==> src/rtl/mips_store_buffer_pkg.sv <==
// Shared types and defaults for the MIPS posted-write store buffer.
package mips_pkg;

  localparam int SB_DEPTH = 4;
  localparam int SB_AW    = 32;
  localparam int SB_DW    = 32;

  // One buffered store: full byte address plus word data.
  typedef struct packed {
    logic [SB_AW-1:0] addr;
    logic [SB_DW-1:0] data;
  } sb_entry_t;

  typedef enum logic [1:0] {
    SB_RUN,
    SB_FLUSH,
    SB_DONE
  } sb_state_t;

  // Stores and loads are word-only, so the byte offset is ignored in every compare.
  function automatic logic word_match(input logic [SB_AW-1:0] a, input logic [SB_AW-1:0] b);
    return a[SB_AW-1:2] == b[SB_AW-1:2];
  endfunction

endpackage

==> src/rtl/mips_store_buffer_if.sv <==
// Core data port plus memory write port seen by the store buffer.
interface mips_store_buffer_if
  import mips_pkg::*;
#(
  parameter int AW = SB_AW,
  parameter int DW = SB_DW
);

  // core side
  logic          memwrite;
  logic [AW-1:0] dataadr;
  logic [DW-1:0] writedata;
  logic [DW-1:0] readdata;
  logic          stall;
  logic          flush;
  logic          flush_done;
  logic          empty;
  // memory side
  logic          mem_we;
  logic [AW-1:0] mem_addr;
  logic [DW-1:0] mem_wdata;
  logic          mem_ready;
  logic [DW-1:0] mem_rdata;

  // The store buffer itself.
  modport slave (
    input  memwrite, dataadr, writedata, flush, mem_ready, mem_rdata,
    output readdata, stall, flush_done, empty, mem_we, mem_addr, mem_wdata
  );

  // Core plus memory environment around the buffer.
  modport master (
    output memwrite, dataadr, writedata, flush, mem_ready, mem_rdata,
    input  readdata, stall, flush_done, empty, mem_we, mem_addr, mem_wdata
  );

endinterface

==> src/rtl/mips_store_buffer_fwd_match.sv <==
// Youngest-first address match over the live entries, used for load forwarding.
module sb_fwd_match
  import mips_pkg::*;
#(
  parameter int DEPTH = SB_DEPTH,
  parameter int PW    = $clog2(DEPTH)
) (
  input  sb_entry_t        entries [DEPTH],
  input  logic [PW-1:0]    head,
  input  logic [PW:0]      count,
  input  logic [SB_AW-1:0] addr,
  output logic             hit,
  output logic [SB_DW-1:0] data
);

  logic [PW-1:0] idx;

  // Walk oldest to youngest; a later match overrides, so the youngest live match wins.
  always_comb begin
    // NOTE: every output gets a default first so no path leaves a latch behind.
    hit  = 1'b0;
    data = '0;
    idx  = head;
    for (int i = 0; i < DEPTH; i++) begin
      idx = head + PW'(i);
      if (((PW+1)'(i) < count) && word_match(entries[idx].addr, addr)) begin
        hit  = 1'b1;
        data = entries[idx].data;
      end
    end
  end

endmodule

==> src/rtl/mips_store_buffer.sv <==
// Posted-write store buffer: queues core stores, drains them to memory,
// forwards buffered data to loads and supports a flush handshake.
module mips_store_buffer
  import mips_pkg::*;
#(
  parameter int DEPTH = SB_DEPTH,
  parameter int AW    = SB_AW,
  parameter int DW    = SB_DW
) (
  input  logic                   clk,
  input  logic                   reset,
  mips_store_buffer_if.slave     bus
);

  localparam int         PW   = $clog2(DEPTH);
  localparam logic [PW:0] FULL = (PW+1)'(DEPTH);

  sb_entry_t     entries [DEPTH];
  logic [PW-1:0] head;
  logic [PW-1:0] tail;
  logic [PW-1:0] youngest;
  logic [PW:0]   count;
  sb_state_t     state;

  logic          pop;
  logic          coalesce;
  logic          push;
  logic          flush_last;
  logic          fwd_hit;
  logic [DW-1:0] fwd_data;
  logic [AW-1:0] lookup;

  assign lookup   = bus.dataadr;
  assign youngest = tail - PW'(1);

  assign bus.empty     = (count == '0);
  assign bus.mem_we    = (count != '0);
  assign bus.mem_addr  = entries[head].addr;
  assign bus.mem_wdata = entries[head].data;
  assign pop           = bus.mem_we & bus.mem_ready;

  // Merge into the youngest entry unless that entry is the one leaving this cycle.
  assign coalesce = (state == SB_RUN) && bus.memwrite && (count != '0) &&
                    word_match(entries[youngest].addr, lookup) &&
                    !((count == (PW+1)'(1)) && pop);

  // A full buffer never takes a push, even alongside a pop.
  assign push = (state == SB_RUN) && bus.memwrite && !coalesce && (count != FULL);

  // Flush completes when the buffer is empty or its last entry drains now.
  assign flush_last     = (count == '0) || ((count == (PW+1)'(1)) && pop);
  assign bus.flush_done = (state == SB_FLUSH) && flush_last;

  // Stores stall on a full buffer while running, and always while flushing.
  always_comb begin
    bus.stall = bus.memwrite;
    if (state == SB_RUN) bus.stall = bus.memwrite && !coalesce && (count == FULL);
  end

  sb_fwd_match #(.DEPTH(DEPTH), .PW(PW)) u_fwd (
    .entries (entries),
    .head    (head),
    .count   (count),
    .addr    (lookup),
    .hit     (fwd_hit),
    .data    (fwd_data)
  );

  assign bus.readdata = fwd_hit ? fwd_data : bus.mem_rdata;

  // Entry storage: appends at tail, coalescing overwrites the youngest data word.
  // NOTE: the entry array is deliberately not reset; count gates every use of it.
  always_ff @(posedge clk) begin
    if (push) entries[tail] <= '{addr: bus.dataadr, data: bus.writedata};
    else if (coalesce) entries[youngest].data <= bus.writedata;
  end

  // Pointers and occupancy; reset discards all buffered stores.
  // NOTE: sequential state uses non-blocking assignments so all registers update together.
  always_ff @(posedge clk or negedge reset) begin
    if (!reset) begin
      head  <= '0;
      tail  <= '0;
      count <= '0;
    end else begin
      if (pop)  head <= head + PW'(1);
      if (push) tail <= tail + PW'(1);
      count <= count + (PW+1)'(push) - (PW+1)'(pop);
    end
  end

  // Flush FSM: RUN -> FLUSH on request, FLUSH -> DONE when drained, DONE -> RUN on release.
  always_ff @(posedge clk or negedge reset) begin
    if (!reset) begin
      state <= SB_RUN;
    end else begin
      case (state)
        SB_RUN:   if (bus.flush) state <= SB_FLUSH;
        SB_FLUSH: if (flush_last) state <= SB_DONE;
        SB_DONE:  if (!bus.flush) state <= SB_RUN;
        default:  state <= SB_RUN;
      endcase
    end
  end

endmodule

==> src/flat_wrapper.sv <==
// flat-port wrapper written by rule: the top's interface ports become plain ports
module mips_store_buffer_flat import mips_pkg::*;
#(
  parameter int DEPTH = SB_DEPTH,
  parameter int AW    = SB_AW,
  parameter int DW    = SB_DW
)
  (clk, reset, bus_memwrite, bus_dataadr, bus_writedata, bus_flush, bus_mem_ready, bus_mem_rdata, bus_readdata, bus_stall, bus_flush_done, bus_empty, bus_mem_we, bus_mem_addr, bus_mem_wdata);
  mips_store_buffer_if #(.AW(AW), .DW(DW)) bus_i ();
  input  logic clk;
  input  logic reset;
  input wire logic [$bits(bus_i.memwrite)-1:0] bus_memwrite;
  input wire logic [$bits(bus_i.dataadr)-1:0] bus_dataadr;
  input wire logic [$bits(bus_i.writedata)-1:0] bus_writedata;
  input wire logic [$bits(bus_i.flush)-1:0] bus_flush;
  input wire logic [$bits(bus_i.mem_ready)-1:0] bus_mem_ready;
  input wire logic [$bits(bus_i.mem_rdata)-1:0] bus_mem_rdata;
  output wire logic [$bits(bus_i.readdata)-1:0] bus_readdata;
  output wire logic [$bits(bus_i.stall)-1:0] bus_stall;
  output wire logic [$bits(bus_i.flush_done)-1:0] bus_flush_done;
  output wire logic [$bits(bus_i.empty)-1:0] bus_empty;
  output wire logic [$bits(bus_i.mem_we)-1:0] bus_mem_we;
  output wire logic [$bits(bus_i.mem_addr)-1:0] bus_mem_addr;
  output wire logic [$bits(bus_i.mem_wdata)-1:0] bus_mem_wdata;
  assign bus_i.memwrite = bus_memwrite;
  assign bus_i.dataadr = bus_dataadr;
  assign bus_i.writedata = bus_writedata;
  assign bus_i.flush = bus_flush;
  assign bus_i.mem_ready = bus_mem_ready;
  assign bus_i.mem_rdata = bus_mem_rdata;
  assign bus_readdata = bus_i.readdata;
  assign bus_stall = bus_i.stall;
  assign bus_flush_done = bus_i.flush_done;
  assign bus_empty = bus_i.empty;
  assign bus_mem_we = bus_i.mem_we;
  assign bus_mem_addr = bus_i.mem_addr;
  assign bus_mem_wdata = bus_i.mem_wdata;
  mips_store_buffer #(.DEPTH(DEPTH), .AW(AW), .DW(DW)) u_core (.clk(clk), .reset(reset), .bus(bus_i));
endmodule
==> config.mk <==
export PLATFORM = sky130hd
export DESIGN_NAME = mips_store_buffer_flat
export DESIGN_NICKNAME = d
export VERILOG_FILES = /design/src/rtl/mips_store_buffer_pkg.sv /design/src/rtl/mips_store_buffer_if.sv /design/src/rtl/mips_store_buffer_fwd_match.sv /design/src/rtl/mips_store_buffer.sv /design/src/flat_wrapper.sv
export SDC_FILE = /design/constraint.sdc
export NUM_CORES = 1
export LEC_CHECK = 0
export CAP_MARGIN = 20
export CORE_ASPECT_RATIO = 0.75
export CORE_UTILIZATION = 45
export DETAILED_ROUTE_END_ITERATION = 12
export PLACE_DENSITY = 0.75
export SLEW_MARGIN = 5
export SYNTH_ARGS = -nofsm -noshare
export SYNTH_HDL_FRONTEND = slang
export SYNTH_HIERARCHICAL = 1
export SYNTH_SLANG_ARGS = --single-unit
==> constraint.sdc <==
create_clock -name clk -period 5.8 [get_ports clk]
set_input_delay 1.16 -clock clk [delete_from_list [all_inputs] [get_ports clk]]
set_output_delay 1.16 -clock clk [all_outputs]
set_load 0.01 [all_outputs]
==> impl_metrics.toml, run 1 <==
[grt]
grt_start_max_net_pins = 180
grt_pass1_vias = 17300
grt.overflow.total = 0
antenna_found_initial = 2
grt_pass1_wl_mm = 109
grt_usage = 0.291

[final_layout]
drive_above_1_share = 0.306
syn_to_final_growth_pct = 26.5
layout.nets = 2330
num-fill-cells = 3860
stdcell_area_sq_um = 27500
multi_input_area_sq_um = 13400
regArea_sq_um = 7920

[floorplan]
fp.dieW_um = 256
row_count = 69
initial_utilization = 0.458
coreArea_sq_um = 47600
io_pins = 201
die_area_sq_um = 49300
dieHeight_um = 193

[sta]
whs_ns = 0.504
fin_crit_sh = 1.01
finalSetupViolations = 11
slew_violations = 0
timing.fmax_mhz = 170
fin_crit_ns = 5.88
clock_skew_ns = 0.0266
finalHoldViolations = 0
rsz0062_at_grt = "true"
tightest_slew_ns = 1.21
fin_setup_tns_ns = -0.476
max_slew_margin = 0.191
setup_ws_ns = -0.0764

[power]
p_per_area_nw_per_um2 = 478
p_leak_nw = 10.4
vdd.ir_drop.worst_mv = 0.389

[clock_network]
cts_tree = "done"
insertion_delay_ns = 0.59
clockBufferDepth = 3
cts_sinks = 265
cts_max_level = 1
clk_pin_slew_ns = 0.06
cts-root-buf = "clkbuf_16"
cts_hold_buf = 0
cts-buffers-inserted = 30

[worst_setup_path]
cp.required_ns = 4.64
rr_startpoint = "u_core/tail[0]$_DFFE_PN0P_"
endpoint_kind = "primary output"
r2r_end = "u_core/count[2]$_DFF_PN0_"
r2r_slack_ns = 1.10
startpoint = "bus_dataadr[18]"
crit_fanout = 11
worstRegToRegCells = 19
critPathLaunchType = "primary input"
cp.arrival_ns = 4.72
criticalPathCategory = "primary input to primary output"

[detailed_routing]
dr.pass1.iters = 6
wl_per_cell_um = 26.1
vias_per_cell = 6.35
num_vias = 18300
ant_nets = 0
finalWirelength_mm = 75.2
drc = 0
drt_iter0_drc = 2098

[synth]
synth_enable_flop_cells = 256
synth-seq-cells = 265
synth_area_sq_um = 21800
ys_top_cells_by_area = "edfxtp_1 35%, mux2i_1 11%, mux4_2 10%"
syn_avg_cell_area_sq_um = 11.3
synth_top_area_cell = "edfxtp_1"
yosysSeqAreaShare = 0.363
yosysUniqueCellTypes = 86
syn_inst = 1928
synth-main-ff-cell = "edfxtp_1"
synth_top_area_share = 0.353
ys_warn_count = 6
synthesis.nets = 2038
ys_async_sr_fraction = 0.0340

[hold_path]
hold_end = "u_core/state[0]$_DFFE_PN0P_"
whs_path_depth = 1
hold_class = "register to register"
min-delay-start = "u_core/state[1]$_DFFE_PN0P_"

[place]
port_buffers = 200
dpl-instance-area_sq_um = 25200
hpwl_mm = 50.3
finalWeightedCongestion = 1.03
place_ws_ns = -0.331

[status]
violations = "setup timing"
status = "complete, but fails checks"

[flow_run]
maxCapViolCount = 0
[placed cells by master (no fill, tap or decap), types with 66 or more instances in the layout]
| master | n |
|---|---|
| a21oi_1 | 81 |
| xnor2_1 | 98 |
| mux2i_1 | 211 |
| buf_4 | 188 |
| mux4_2 | 100 |
| edfxtp_1 | 256 |
| clkdlybuf4s50_1 | 165 |
| nand2_1 | 103 |
| mux2_2 | 66 |
| and2_1 | 146 |
[where the power goes]
group | total, W | internal [W] | switching, W
sequential | 0.00270 | 0.00246 | 0.000239
combinational | 0.00850 | 0.00385 | 0.00464
clock | 0.00196 | 0.00113 | 0.000835
total | 0.0132 | 0.00744 | 0.00572
[final cells by class]
| cell class | count | share of cell area |
|---|---|---|
| antenna | 1 | 0.0000909 |
| inverter | 50 | 0.00700 |
| sequential | 265 | 0.288 |
| tap | 639 | 0.0290 |
| timing repair buffer | 437 | 0.152 |
| clock inverter | 23 | 0.00877 |
| multi-input combinational | 1436 | 0.488 |
| clock buffer | 33 | 0.0277 |
[through the flow]
stage	util	instances	total power, W
2_1_floorplan	-	1928	0.00781
3_3_place_gp	0.531	2785	0.0103
3_5_place_dp	0.531	2785	0.0104
4_1_cts	0.561	2859	0.0126
5_1_grt	0.579	2883	0.0137
6_report	0.579	2884	0.0132
[Yosys cell counts, types with 19 or more instances]
cell type / instances
a211oi_1: 43
inv_1: 45
nand3_1: 19
xnor2_1: 111
a21oi_2: 62
mux2i_1: 249
nand2_1: 103
edfxtp_1: 256
and2_1: 147
nor2_1: 64
o21ai_0: 40
xor2_1: 30
nor2b_1: 33
mux4_2: 100
mux2_2: 69
buf_2: 38
clkbuf_1: 58
nor3_1: 20
a21oi_1: 83
buf_1: 27
buf_6: 36
a211o_1: 19
[timing repair]
item	4_1_cts	5_1_grt
setup buffers	16	18
pin swaps	5	19
endpoints found under the setup margin	32	33
cloned	2	7
resized for setup	86	140
[state kept, by name, indices dropped and copies added (netlist names)]
| name | flops |
|---|---|
| u_core/count | 3 |
| u_core/tail | 2 |
| u_core/entries | 256 |
| u_core/state | 2 |
| u_core/head | 2 |
[worst max path at each step]
stage | depth (start not counted) | slack, ns | endpoint
floorplan | 11 | 0.84 | bus_readdata[30]
global placement | 15 | -0.41 | bus_readdata[31]
finish | 16 | -0.08 | bus_readdata[17]
global route | 18 | -0.17 | bus_readdata[8]
CTS | 17 | -0.09 | bus_readdata[0]
detailed placement | 14 | -0.33 | bus_readdata[31]
[critical path: stages]
cell and delay [ns]:
clkdlybuf4s50_1 0.57, buf_4 0.21, xnor2_1 0.20, nor3_2 0.22, nand4_1 0.14, a221o_1 0.44
buf_4 0.16, nor3_4 0.21, buf_6 0.13, a211oi_4 0.04, buf_12 0.17, buf_4 0.17
buf_4 0.14, a31o_2 0.20, mux2_2 0.26, dlygate4sd2_1 0.29
[logic make-up (layout without fill, tap and decap cells)]
group | Yosys count | after routing | share of synthesized area
other cells | 0 | 1 | 0
compound gates | 410 | 410 | 0.142
flops | 265 | 265 | 0.363
buf+inv | 227 | 543 | 0.0568
fa+ha+maj | 9 | 9 | 0.00552
xor+xnor | 141 | 141 | 0.0567
mux | 427 | 427 | 0.264
simple gates | 449 | 449 | 0.111
[layer usage]
layer,up-vias,global-route usage,share of wire
met3,119,0.0483,0.095
li1,7948,-,-
met4,2,0.0682,0.024
met2,961,0.445,0.45
met5,-,0,0.00013
met1,9280,0.430,0.43
Power figures use the tool's default switching activity.
==> run 2: changes to the inputs <==
--- a/config.mk
+++ b/config.mk
@@ -13,5 +13,4 @@
 export SLEW_MARGIN = 5
 export SYNTH_ARGS = -nofsm -noshare
 export SYNTH_HDL_FRONTEND = slang
-export SYNTH_HIERARCHICAL = 1
 export SYNTH_SLANG_ARGS = --single-unit
==> impl_metrics.toml, run 2 <==
[floorplan]
io_pins = 201
die_area_sq_um = 47500
dieHeight_um = 189
coreArea_sq_um = 46000
row_count = 68
initial_utilization = 0.456
fp.dieW_um = 251

[synth]
synth_enable_flop_cells = 256
synth_area_sq_um = 21000
synth-main-ff-cell = "edfxtp_1"
synth-seq-cells = 265
syn_inst = 1962
ys_warn_count = 0
ys_top_cells_by_area = "edfxtp_1 37%, mux2i_1 11%, mux4_2 9.1%"
synth_top_area_share = 0.366
yosysUniqueCellTypes = 73
synth.most_common_cell = "edfxtp_1"
ys_async_sr_fraction = 0.0340
synth_top_area_cell = "edfxtp_1"
ys_top_cells_by_count = "256 x edfxtp_1, 237 x mux2i_1, 152 x nand2_1"
syn_avg_cell_area_sq_um = 10.7
yosysSeqAreaShare = 0.377
synthesis.nets = 2074

[worst_setup_path]
crit_path_end = "bus_readdata[15]"
endpoint_kind = "primary output"
rr_startpoint = "u_core.tail[1]$_DFFE_PN0P_"
crit_fanout = 32
worstRegToRegCells = 13
criticalPathCategory = "register to primary output"
cp.arrival_ns = 4.61
r2r_end = "u_core.entries[250]$_DFFE_PP_"
startpoint = "u_core.head[1]$_DFFE_PN0P_"
r2r_slack_ns = 1.09
cp.required_ns = 4.64
critPathLaunchType = "register"

[clock_network]
cts_tree = "done"
cts_sinks = 265
cts-root-buf = "clkbuf_16"
cts_max_level = 1
clockBufferDepth = 3
cts_hold_buf = 0
insertion_delay_ns = 0.61
clk_pin_slew_ns = 0.07
cts-buffers-inserted = 31

[sta]
finalHoldViolations = 0
max_slew_margin = 0.236
finalSetupViolations = 0
clock_skew_ns = 0.0290
fin_crit_ns = 5.77
setup_ws_ns = 0.0315
slew_violations = 0
rsz0062_at_grt = "true"
timing.fmax_mhz = 173
tightest_slew_ns = 1.15
fin_crit_sh = 0.995

[place]
finalWeightedCongestion = 0.990
place_ws_ns = -0.177
dpl-instance-area_sq_um = 24200
hpwl_mm = 51.9
port_buffers = 200

[status]
status = "finished clean"

[power]
p_per_area_nw_per_um2 = 506
vdd.ir_drop.worst_mv = 0.401
p_leak_nw = 9.77

[grt]
grt_pass1_vias = 17400
grt_start_max_net_pins = 98
grt_usage = 0.309
antenna_found_initial = 5
grt_pass1_wl_mm = 111
grt.overflow.total = 0

[detailed_routing]
drt_iter0_drc = 2710
ant_nets = 0
num_vias = 18200
vias_per_cell = 6.51
dr.pass1.iters = 6
finalWirelength_mm = 75.8
drc = 0
wl_per_cell_um = 27.1

[hold_path]
hold_class = "register to register"

[final_layout]
syn_to_final_growth_pct = 23.0
final_cell_mix = "256 x edfxtp_1, 223 x mux2i_1, 167 x clkdlybuf4s50_1"
top_regs = "u_core.entries x256, u_core.count x3"
regMostFlops = "u_core.entries"
final_common_cell = "edfxtp_1"
stdcell_area_sq_um = 25800
largest_reg_flops = 256
layout.nets = 2245
drive_above_1_share = 0.195

[flow_run]
maxCapViolCount = 0
==> run 2: changes by cell type in the layout (fill, tap and decap cells not counted), moves of 34 or more <==
| cell | before | now |
|---|---|---|
| nand2_1 | 103 | 150 |
| o2111ai_1 | 3 | 37 |
| a21oi_2 | 64 | 0 |
| and2_1 | 146 | 1 |
| and3_1 | 5 | 131 |
| a31oi_1 | 4 | 38 |
| nand4_1 | 14 | 55 |
| nor2_1 | 62 | 23 |
| buf_4 | 188 | 106 |
| nor2b_1 | 33 | 131 |
| nand3_1 | 17 | 76 |
==> run 2: worst min-delay path by stage <==
stage,cells after the start,start,endpoint
2_1_floorplan,1,u_core.state[1]$_DFFE_PN0P_,u_core.state[0]$_DFFE_PN0P_
3_3_place_gp,1,u_core.state[1]$_DFFE_PN0P_,u_core.state[0]$_DFFE_PN0P_
3_5_place_dp,1,u_core.state[1]$_DFFE_PN0P_,u_core.state[0]$_DFFE_PN0P_
4_1_cts,1,u_core.state[1]$_DFFE_PN0P_,u_core.state[0]$_DFFE_PN0P_
5_1_grt,1,u_core.state[1]$_DFFE_PN0P_,u_core.state[0]$_DFFE_PN0P_
6_report,1,u_core.state[1]$_DFFE_PN0P_,u_core.state[0]$_DFFE_PN0P_
==> run 2: timing repair <==
action | 4_1_cts | 5_1_grt
buffers inserted | 9 | 7
setup endpoints to repair | 32 | 32
cloned | 0 | 3
resized for setup | 9 | 58
hold endpoints to repair | 0 | 0
pin swaps | 0 | 5
==> run 2: power by group <==
part / total, W / switching, W / internal (W)
clock network: 0.00204 / 0.000838 / 0.00120
registers: 0.00277 / 0.000218 / 0.00255
logic: 0.00825 / 0.00479 / 0.00347
total: 0.0131 / 0.00584 / 0.00722
==> run 2: layout make-up <==
class	count	area [sq um]
fill	3849	20200
multi-input combinational	1464	12300
sequential	265	7920
timing repair buffer	349	3730
clock buffer	44	855
tap	630	788
clock inverter	14	175
inverter	22	87.6
antenna	3	7.51
==> run 2: logic make-up (layout without fill, tap and decap cells) <==
family / count (synthesis) / after routing / share of synthesized area
adders and majority gates: 11 / 11 / 0.00691
and+or+nand+nor: 656 / 656 / 0.178
DFF: 265 / 265 / 0.377
muxes: 380 / 380 / 0.236
xor gates and xnor gates: 129 / 129 / 0.0538
other: 0 / 3 / 0
buffers and inverters: 233 / 429 / 0.0520
AOI/OAI and AO/OA: 288 / 288 / 0.0966
==> run 2: metrics by stage <==
| stage | setup TNS [ns] | util | hold WS, ns | total power, W | cells |
|---|---|---|---|---|---|
| final | 0 | 0.561 | 0.483 | 0.0131 | 2791 |
| after global routing | -0.215 | 0.561 | 0.514 | 0.0135 | 2788 |
| after CTS | 0 | 0.552 | 0.486 | 0.0128 | 2775 |
| after detailed placement | -3.61 | 0.526 | 0.470 | 0.0106 | 2708 |
| after global placement | -6.19 | 0.526 | 0.458 | 0.0105 | 2708 |
| after floorplan | 0 | - | 0.447 | 0.00771 | 1962 |
==> run 2: routing by layer <==
metal  global-route usage  wire [um]  up-vias
li1                     -          -     7864
met1                0.449      32900     9088
met2                0.463      33000     1054
met3               0.0594       7340      170
met4               0.0990       2480        4
met5                    0         29        -
==> run 2: worst max-delay path: stages, from the launching register on <==
cell             delay, ns
dfrtp_4               0.47
buf_12                0.15
buf_8                 0.18
buf_6                 0.16
mux2_2                0.35
a222oi_1              0.34
o21ai_0               0.11
or3b_1                0.43
nor4_4                0.35
buf_12                0.16
buf_12                0.16
nand3_1               0.13
buf_12                0.22
nand4_1               0.11
a31oi_1               0.12
clkdlybuf4s50_1       0.51
